### config.mk
export PLATFORM = sky130hd
export DESIGN_NAME = serial_bank_mapper
export DESIGN_NICKNAME = d
export VERILOG_FILES = /design/src/rtl/serial_bank_mapper_pkg.sv /design/src/rtl/serial_bank_mapper_serial_load_port.sv /design/src/rtl/serial_bank_mapper.sv
export SDC_FILE = /design/constraint.sdc
export NUM_CORES = 1
export LEC_CHECK = 0
export BUFFER_PORTS_ARGS = -buffer_cell sky130_fd_sc_hd__buf_4
export CORE_UTILIZATION = 45
export CTS_CLUSTER_DIAMETER = 150
export DETAILED_ROUTE_END_ITERATION = 10
export GPL_TIMING_DRIVEN = 0
export PLACE_DENSITY = 0.75
export SYNTH_ARGS = -nofsm -noshare
export SYNTH_HDL_FRONTEND = slang
export SYNTH_SLANG_ARGS = --single-unit
### constraint.sdc
create_clock -name CPU_M2 -period 2.07 [get_ports CPU_M2]
set_clock_uncertainty 0.05 [all_clocks]
set_input_delay 0.3105 -clock CPU_M2 [delete_from_list [all_inputs] [get_ports CPU_M2]]
set_output_delay 0.3105 -clock CPU_M2 [all_outputs]
set_load 0.005 [all_outputs]
### src/rtl/serial_bank_mapper_pkg.sv
// Shared encodings for the serial-load bank mapper.
package mapper_pkg;

  // Number of accepted serial writes that make up one register load
  localparam int unsigned SERIAL_LEN = 5;

  // Control register contents after reset: PRG mode 11, one-screen low, CHR 8 KB
  localparam logic [4:0] CTRL_RESET = 5'b01100;

  // Register selected by CPU_A14:CPU_A13 on the committing write
  typedef enum logic [1:0] {
    SEL_CTRL = 2'b00,
    SEL_CHR0 = 2'b01,
    SEL_CHR1 = 2'b10,
    SEL_PRG  = 2'b11
  } reg_sel_e;

  // PRG banking mode, CTRL[3:2]
  typedef enum logic [1:0] {
    PRG_32K_A  = 2'b00,
    PRG_32K_B  = 2'b01,
    PRG_FIX_LO = 2'b10,
    PRG_FIX_HI = 2'b11
  } prg_mode_e;

  // Nametable mirroring, CTRL[1:0]
  typedef enum logic [1:0] {
    MIR_ONE_LO = 2'b00,
    MIR_ONE_HI = 2'b01,
    MIR_VERT   = 2'b10,
    MIR_HORIZ  = 2'b11
  } mirror_e;

endpackage

### src/rtl/serial_bank_mapper_serial_load_port.sv
// Serial write port: write detect, consecutive-write filter, 5-bit shifter.
// The commit and reset strobes are combinational so the bank registers
// load on the same M2 falling edge as the fifth accepted write.
module serial_load_port
  import mapper_pkg::*;
(
  input  logic       i_m2,
  input  logic       i_rst_n,
  input  logic       i_romsel_n,
  input  logic       i_rw_n,
  input  logic       i_a14,
  input  logic       i_a13,
  input  logic       i_d0,
  input  logic       i_d7,
  output logic       o_commit,
  output logic [4:0] o_data,
  output reg_sel_e   o_sel,
  output logic       o_d7_reset
);

  logic [4:0] r_shift;
  logic [2:0] r_count;
  logic       r_prev_wr;

  logic w_wr;
  logic w_accept;
  logic w_last;

  assign w_wr     = !i_romsel_n && !i_rw_n;
  assign w_accept = w_wr && !r_prev_wr;
  assign w_last   = (r_count == 3'(SERIAL_LEN - 1));

  // Shift register, write counter and previous-cycle write flag
  always_ff @(negedge i_m2 or negedge i_rst_n) begin
    if (!i_rst_n) begin
      r_shift   <= '0;
      r_count   <= '0;
      r_prev_wr <= 1'b0;
    end else begin
      r_prev_wr <= w_wr;
      if (w_accept) begin
        if (i_d7 || w_last) begin
          r_shift <= '0;
          r_count <= '0;
        end else begin
          r_shift <= {i_d0, r_shift[4:1]};
          r_count <= r_count + 3'd1;
        end
      end
    end
  end

  assign o_commit   = w_accept && !i_d7 && w_last;
  assign o_data     = {i_d0, r_shift[4:1]};
  assign o_sel      = reg_sel_e'({i_a14, i_a13});
  assign o_d7_reset = w_accept && i_d7;

endmodule

### src/rtl/serial_bank_mapper.sv
// MMC1B-class bank mapper: bank registers and PRG/CHR/WRAM/CIRAM decode.
module serial_bank_mapper
  import mapper_pkg::*;
#(
  parameter int unsigned PRG_BANK_BITS  = 5,
  parameter int unsigned CHR_BANK_BITS  = 5,
  parameter int unsigned WRAM_BANK_BITS = 2,
  parameter int unsigned OUTER_PRG_EN   = 1
) (
  input  logic                      CPU_M2,
  input  logic                      nRESET,
  input  logic                      CPU_A14,
  input  logic                      CPU_A13,
  input  logic                      nCPU_ROMSEL,
  input  logic                      nCPU_RW,
  input  logic                      CPU_D0,
  input  logic                      CPU_D7,
  input  logic                      PPU_A12,
  input  logic                      PPU_A11,
  input  logic                      PPU_A10,
  output logic [PRG_BANK_BITS-1:0]  PRG_A,
  output logic [CHR_BANK_BITS-1:0]  CHR_A,
  output logic [((WRAM_BANK_BITS > 0) ? WRAM_BANK_BITS : 1)-1:0] WRAM_A,
  output logic                      nPRG_CE,
  output logic                      nWRAM_CE,
  output logic                      CIRAM_A10
);

  logic [4:0] r_ctrl;
  logic [4:0] r_chr0;
  logic [4:0] r_chr1;
  logic [4:0] r_prg;

  logic       w_commit;
  logic [4:0] w_data;
  reg_sel_e   w_sel;
  logic       w_d7_reset;
  logic [4:0] w_prg_full;
  logic [4:0] w_chr_full;

  serial_load_port u_port (
    .i_m2       (CPU_M2),
    .i_rst_n    (nRESET),
    .i_romsel_n (nCPU_ROMSEL),
    .i_rw_n     (nCPU_RW),
    .i_a14      (CPU_A14),
    .i_a13      (CPU_A13),
    .i_d0       (CPU_D0),
    .i_d7       (CPU_D7),
    .o_commit   (w_commit),
    .o_data     (w_data),
    .o_sel      (w_sel),
    .o_d7_reset (w_d7_reset)
  );

  // Bank registers, loaded on the M2 falling edge of a committing write
  always_ff @(negedge CPU_M2 or negedge nRESET) begin
    if (!nRESET) begin
      r_ctrl <= CTRL_RESET;
      r_chr0 <= '0;
      r_chr1 <= '0;
      r_prg  <= '0;
    end else if (w_d7_reset) begin
      r_ctrl[3:2] <= 2'b11;
    end else if (w_commit) begin
      unique case (w_sel)
        SEL_CTRL: r_ctrl <= w_data;
        SEL_CHR0: r_chr0 <= w_data;
        SEL_CHR1: r_chr1 <= w_data;
        SEL_PRG:  r_prg  <= w_data;
      endcase
    end
  end

  // Bank and nametable multiplexers from the current register state
  always_comb begin
    w_prg_full = '0;
    w_chr_full = '0;
    CIRAM_A10  = 1'b0;

    unique case (prg_mode_e'(r_ctrl[3:2]))
      PRG_32K_A, PRG_32K_B: w_prg_full[3:0] = {r_prg[3:1], CPU_A14};
      PRG_FIX_LO:           w_prg_full[3:0] = CPU_A14 ? r_prg[3:0] : 4'h0;
      PRG_FIX_HI:           w_prg_full[3:0] = CPU_A14 ? 4'hF : r_prg[3:0];
    endcase
    w_prg_full[4] = (OUTER_PRG_EN != 0) ? r_chr0[4] : 1'b0;

    if (r_ctrl[4]) w_chr_full = PPU_A12 ? r_chr1 : r_chr0;
    else           w_chr_full = {r_chr0[4:1], PPU_A12};

    unique case (mirror_e'(r_ctrl[1:0]))
      MIR_ONE_LO: CIRAM_A10 = 1'b0;
      MIR_ONE_HI: CIRAM_A10 = 1'b1;
      MIR_VERT:   CIRAM_A10 = PPU_A10;
      MIR_HORIZ:  CIRAM_A10 = PPU_A11;
    endcase
  end

  assign PRG_A = w_prg_full[PRG_BANK_BITS-1:0];
  assign CHR_A = w_chr_full[CHR_BANK_BITS-1:0];

  generate
    if (WRAM_BANK_BITS == 0) begin : g_no_wram_bank
      assign WRAM_A = '0;
    end else begin : g_wram_bank
      assign WRAM_A = r_chr0[2 +: WRAM_BANK_BITS];
    end
  endgenerate

  assign nWRAM_CE = !(CPU_M2 && nCPU_ROMSEL && CPU_A14 && CPU_A13 && !r_prg[4]);
  assign nPRG_CE  = nCPU_ROMSEL || !nCPU_RW;

endmodule

# After elaboration in Yosys (flattened, before gate mapping)

Cells that the tools add are included.
Widths: inputs -> output; s select.

$lt $le $gt $ge: 0
Multipliers: 0
Reduce and logical (&&, ||, !) cells: 28
Add/sub/neg operators: 1
Muxes and demuxes: 11
Shifts and indexed selects: 0
Divide/modulo/power cells: 0
Equality and inequality tests: 10
Bitwise logic cells: 1

Operators with widths:

| operator            | count |
|---|---|
| $mux 4              | 4 |
| $mux 5              | 3 |
| $eq 2x2->1 const B  | 6 |
| $pmux 4 s3          | 1 |
| $reduce_and 3->1    | 4 |
| $logic_and 1x1->1   | 9 |
| $eq 2x1->1 const B  | 3 |
| $logic_not 1->1     | 6 |
| $logic_not 2->1     | 3 |
| $pmux 1 s4          | 1 |
| $reduce_bool 2->1   | 2 |
| $add 3x1->3 const B | 1 |
| $eq 3x3->1 const B  | 1 |
| $mux 3              | 1 |
| $logic_or 1x1->1    | 2 |
| $mux 2              | 1 |
| $reduce_and 2->1    | 1 |
| $reduce_or 2->1     | 1 |
| $not 1->1           | 1 |

Word-level logic and storage cells: 59
Memories kept: 0
Memory bits (writable): 0
Bits in latches: 0
Bits of input ports: 11
ROM bits: 0
Register bits: 29

# Logic depth before layout (Yosys ltp)

Word-level depth: 7
Depth in mapped cells: 6
Depth with buffers taken out: 5

# By module

A second synthesis with hierarchy kept.

Cell total of the unflattened synthesis: 115
Area, all modules: 1411.4 sq um

Modules (own cells, without submodules):

| module             | area an instance (sq um) | instances | cells each |
|---|---|---|---|
| serial_bank_mapper | 1013.5                   | 1         | 82 |
| serial_load_port   | 397.9                    | 1         | 33 |

==> flow_summary.json <==
{
  "status": "finished, violations left",
  "violations": "design-rule violations, negative setup slack",
  "hold_violations": 0,
  "rows": 19,
  "area_delta_synth_final_pct": 40.84,
  "finalMaxSlewViolations": 0,
  "power_w": 0.001274,
  "die_y_um": 57.10,
  "p_leak_nw": 0.9867,
  "wl_mm": 2.988,
  "cts_tree": "yes",
  "cts_hold_buf": 0,
  "final_area_mm2": 0.001924,
  "powerDensity_mw_per_mm2": 662.2,
  "dr.max_layer_used": "met4",
  "drtPass1Iterations": 7,
  "grt_usage_pct": 19.83,
  "min_from": "r_chr1[3]",
  "reg2reg_slack_ps": 320,
  "grt_max_degree": 29,
  "grt_setup_unrepaired": "yes",
  "cp.arrival_ps": 2570,
  "end_kind": "output pin",
  "yosys_warnings": 0,
  "die_area_mm2": 0.003260,
  "clk_pin_slew_ps": 90,
  "worstHoldPathCells": 1,
  "drc": 8,
  "utilization_pct": 68.60,
  "vdd_ir_drop_max_mv": 0.4571,
  "critPathLaunchType": "flop",
  "setup_ws_ps": -864.6,
  "numPortBuffers": 24,
  "grt_pass1_wl_mm": 4.767,
  "nets": 175,
  "antenna_found_initial": 0,
  "overflow": 0,
  "avgSynthCellArea_um2": 12.09,
  "synth_top_family_by_area": "multiplexers",
  "drive_gt1_share_pct": 60.25,
  "die_w_um": 57.10,
  "r2r_start": "u_port.r_count[0]",
  "ys_seq_elements": 28,
  "critPathRequiredTime_ps": 1710,
  "hold_class": "flop to flop",
  "yosysTopAreaCell": "dfrtn_1",
  "wl_met3_um": 137,
  "worst_slew_pin_slew_ps": 355.7,
  "drt_iter0_drc": 32,
  "grt_pass1_vias": 1067,
  "viasPerCell": 5.542,
  "drv_cap": 0,
  "yosys.area_share.simple_pct": 11.63,
  "dpl_cell_area_mm2": 0.001607,
  "routabilityCongestion": 0.8234,
  "syn_area_mm2": 0.001366,
  "multi_input_area_um2": 695.7,
  "clk_latency_ps": 420,
  "wl_per_cell_um": 15.56,
  "yosysUniqueCellTypes": 25,
  "synth_top_area_share_pct": 47.62,
  "synthTopCellsByArea": "dfrtn_1 (48%), mux2_2 (19%), a21oi_1 (4.4%), dfstp_2 (3.8%), a22o_2 (3.7%)",
  "r2r_cells": 6,
  "vias": 1064,
  "path_max_fanout": 4,
  "diodes": 0,
  "hpwl_mm": 1.830,
  "synth_fp_nets": 126,
  "ios": 26,
  "finalSetupViolations": 29,
  "synth-adder-area-share_pct": 1.832,
  "met2WireLength_mm": 1.508,
  "synth-compound-area-share_pct": 9.707,
  "ys_seq_area_share_pct": 51.47,
  "critPathKind": "flop to output pin",
  "initial_core_util_pct": 48.71,
  "postSynthCellCount": 113,
  "antenna_left": 0,
  "wl_met1_mm": 1.306,
  "muxShareOfSynthArea_pct": 20.42,
  "regArea_um2": 703.2,
  "synthXorXnorAreaFrac_pct": 0,
  "hold_end": "r_chr1[3]",
  "nFillCells": 205,
  "slew-limit-headroom_pct": 76.29,
  "core_area_mm2": 0.002805,
  "worstReg2RegEnd": "r_chr0[3]"
}
## stage by stage
step           setup TNS [ps]  hold slack, ps  instances  worst slack, ps
2_1_floorplan          -10040           382.6        113           -683.4
3_3_place_gp           -17790           392.4        168           -911.8
3_5_place_dp           -18260           401.8        168           -904.3
4_1_cts                -10930           404.1        188           -785.5
5_1_grt                -11620           422.8        192           -922.4
6_report               -10770           401.9        192           -864.6
## critical path, stage by stage (launching register included)
cell and delay (ps):
dfstp_2 560, buf_6 110, nand2b_4 70, a21oi_2 120, nor2_1 60, buf_4 130
## cell usage in the layout, fill, tap and decap left out, drive strengths merged
master	instances
a211o	1
a21oi	12
a22o	5
a31oi	2
and3	1
and4bb	1
buf	44
clkbuf	8
clkinvlp	1
dfrtn	26
dfstp	2
ha	2
inv	8
mux2	23
mux2i	2
nand2	4
nand2b	2
nand3	1
nand4b	2
nor2	7
nor3	1
nor4	1
nor4b	2
or2b	1
or3	2
## synth_stat cells, drive strengths merged
cell type / instances
and4bb: 1
and3: 1
nand2b: 2
dfrtn: 26
nor2: 7
a22o: 5
nand2: 4
a31oi: 2
dfstp: 2
inv: 7
nand4b: 2
nor4b: 2
mux2: 23
buf: 4
nand3: 1
nor4: 1
or3: 2
mux2i: 2
nor3: 1
a21oi: 12
clkbuf: 2
a211o: 1
ha: 2
or2b: 1
## report_power, final
group	leakage (nW)	internal (W)	total, W	switching [W]
clock network	0.0487	0.000151	0.000338	0.000186
registers	0.378	0.000603	0.000654	0.0000513
logic	0.560	0.000169	0.000282	0.000114
## worst max-delay path by stage
| stage | from | end | slack (ps) | cells after the start |
|---|---|---|---|---|
| after CTS | r_ctrl[3] | PRG_A[0] | -790 | 4 |
| after global placement | nCPU_RW | r_prg[4] | -910 | 5 |
| after detailed placement | nCPU_RW | r_prg[2] | -900 | 5 |
| after global routing | r_ctrl[3] | PRG_A[0] | -920 | 4 |
| after floorplan | nCPU_RW | r_prg[4] | -680 | 4 |
| final | r_ctrl[3] | PRG_A[2] | -860 | 5 |
## state kept, by name, summed over array words and instances (netlist names)
register,cells
u_port.r_prev_wr,1
r_chr0,5
u_port.r_shift,4
r_ctrl,5
r_prg,5
r_chr1,5
u_port.r_count,3
## metal layers
metal  vias to the layer above  global-route usage [%]
met5                         -                       0
met4                         0                   10.80
met3                         5                   4.989
met2                        33                   32.77
met1                       525                   23.81
li1                        501                       -
## final cells by class
type / count / area share, %
Inverter: 6 / 1.170
Timing Repair Buffer: 39 / 18.14
Tap cell: 31 / 2.016
Clock inverter: 3 / 0.6502
Sequential cell: 28 / 36.54
Clock buffer: 7 / 2.926
Multi-Input combinational cell: 72 / 36.15
Buffer: 6 / 2.406
## kinds of logic (layout without fill, tap and decap cells)
| group | Yosys count | count (layout) |
|---|---|---|
| flip-flops | 28 | 28 |
| multiplexers | 25 | 25 |
| AND/OR/NAND/NOR | 25 | 25 |
| AO/OA/AOI/OAI | 20 | 20 |
| buffers and inverters | 13 | 61 |
| adder cells (fa/ha/maj) | 2 | 2 |
## what timing repair did
item | 4_1_cts | 5_1_grt
buffers inserted | 12 | 5
setup endpoints to repair | 31 | 30
cloned | 0 | 0
gates resized for setup | 25 | 11
pin swaps | 7 | 3
No activity file was read; power rests on OpenSTA's default activity.
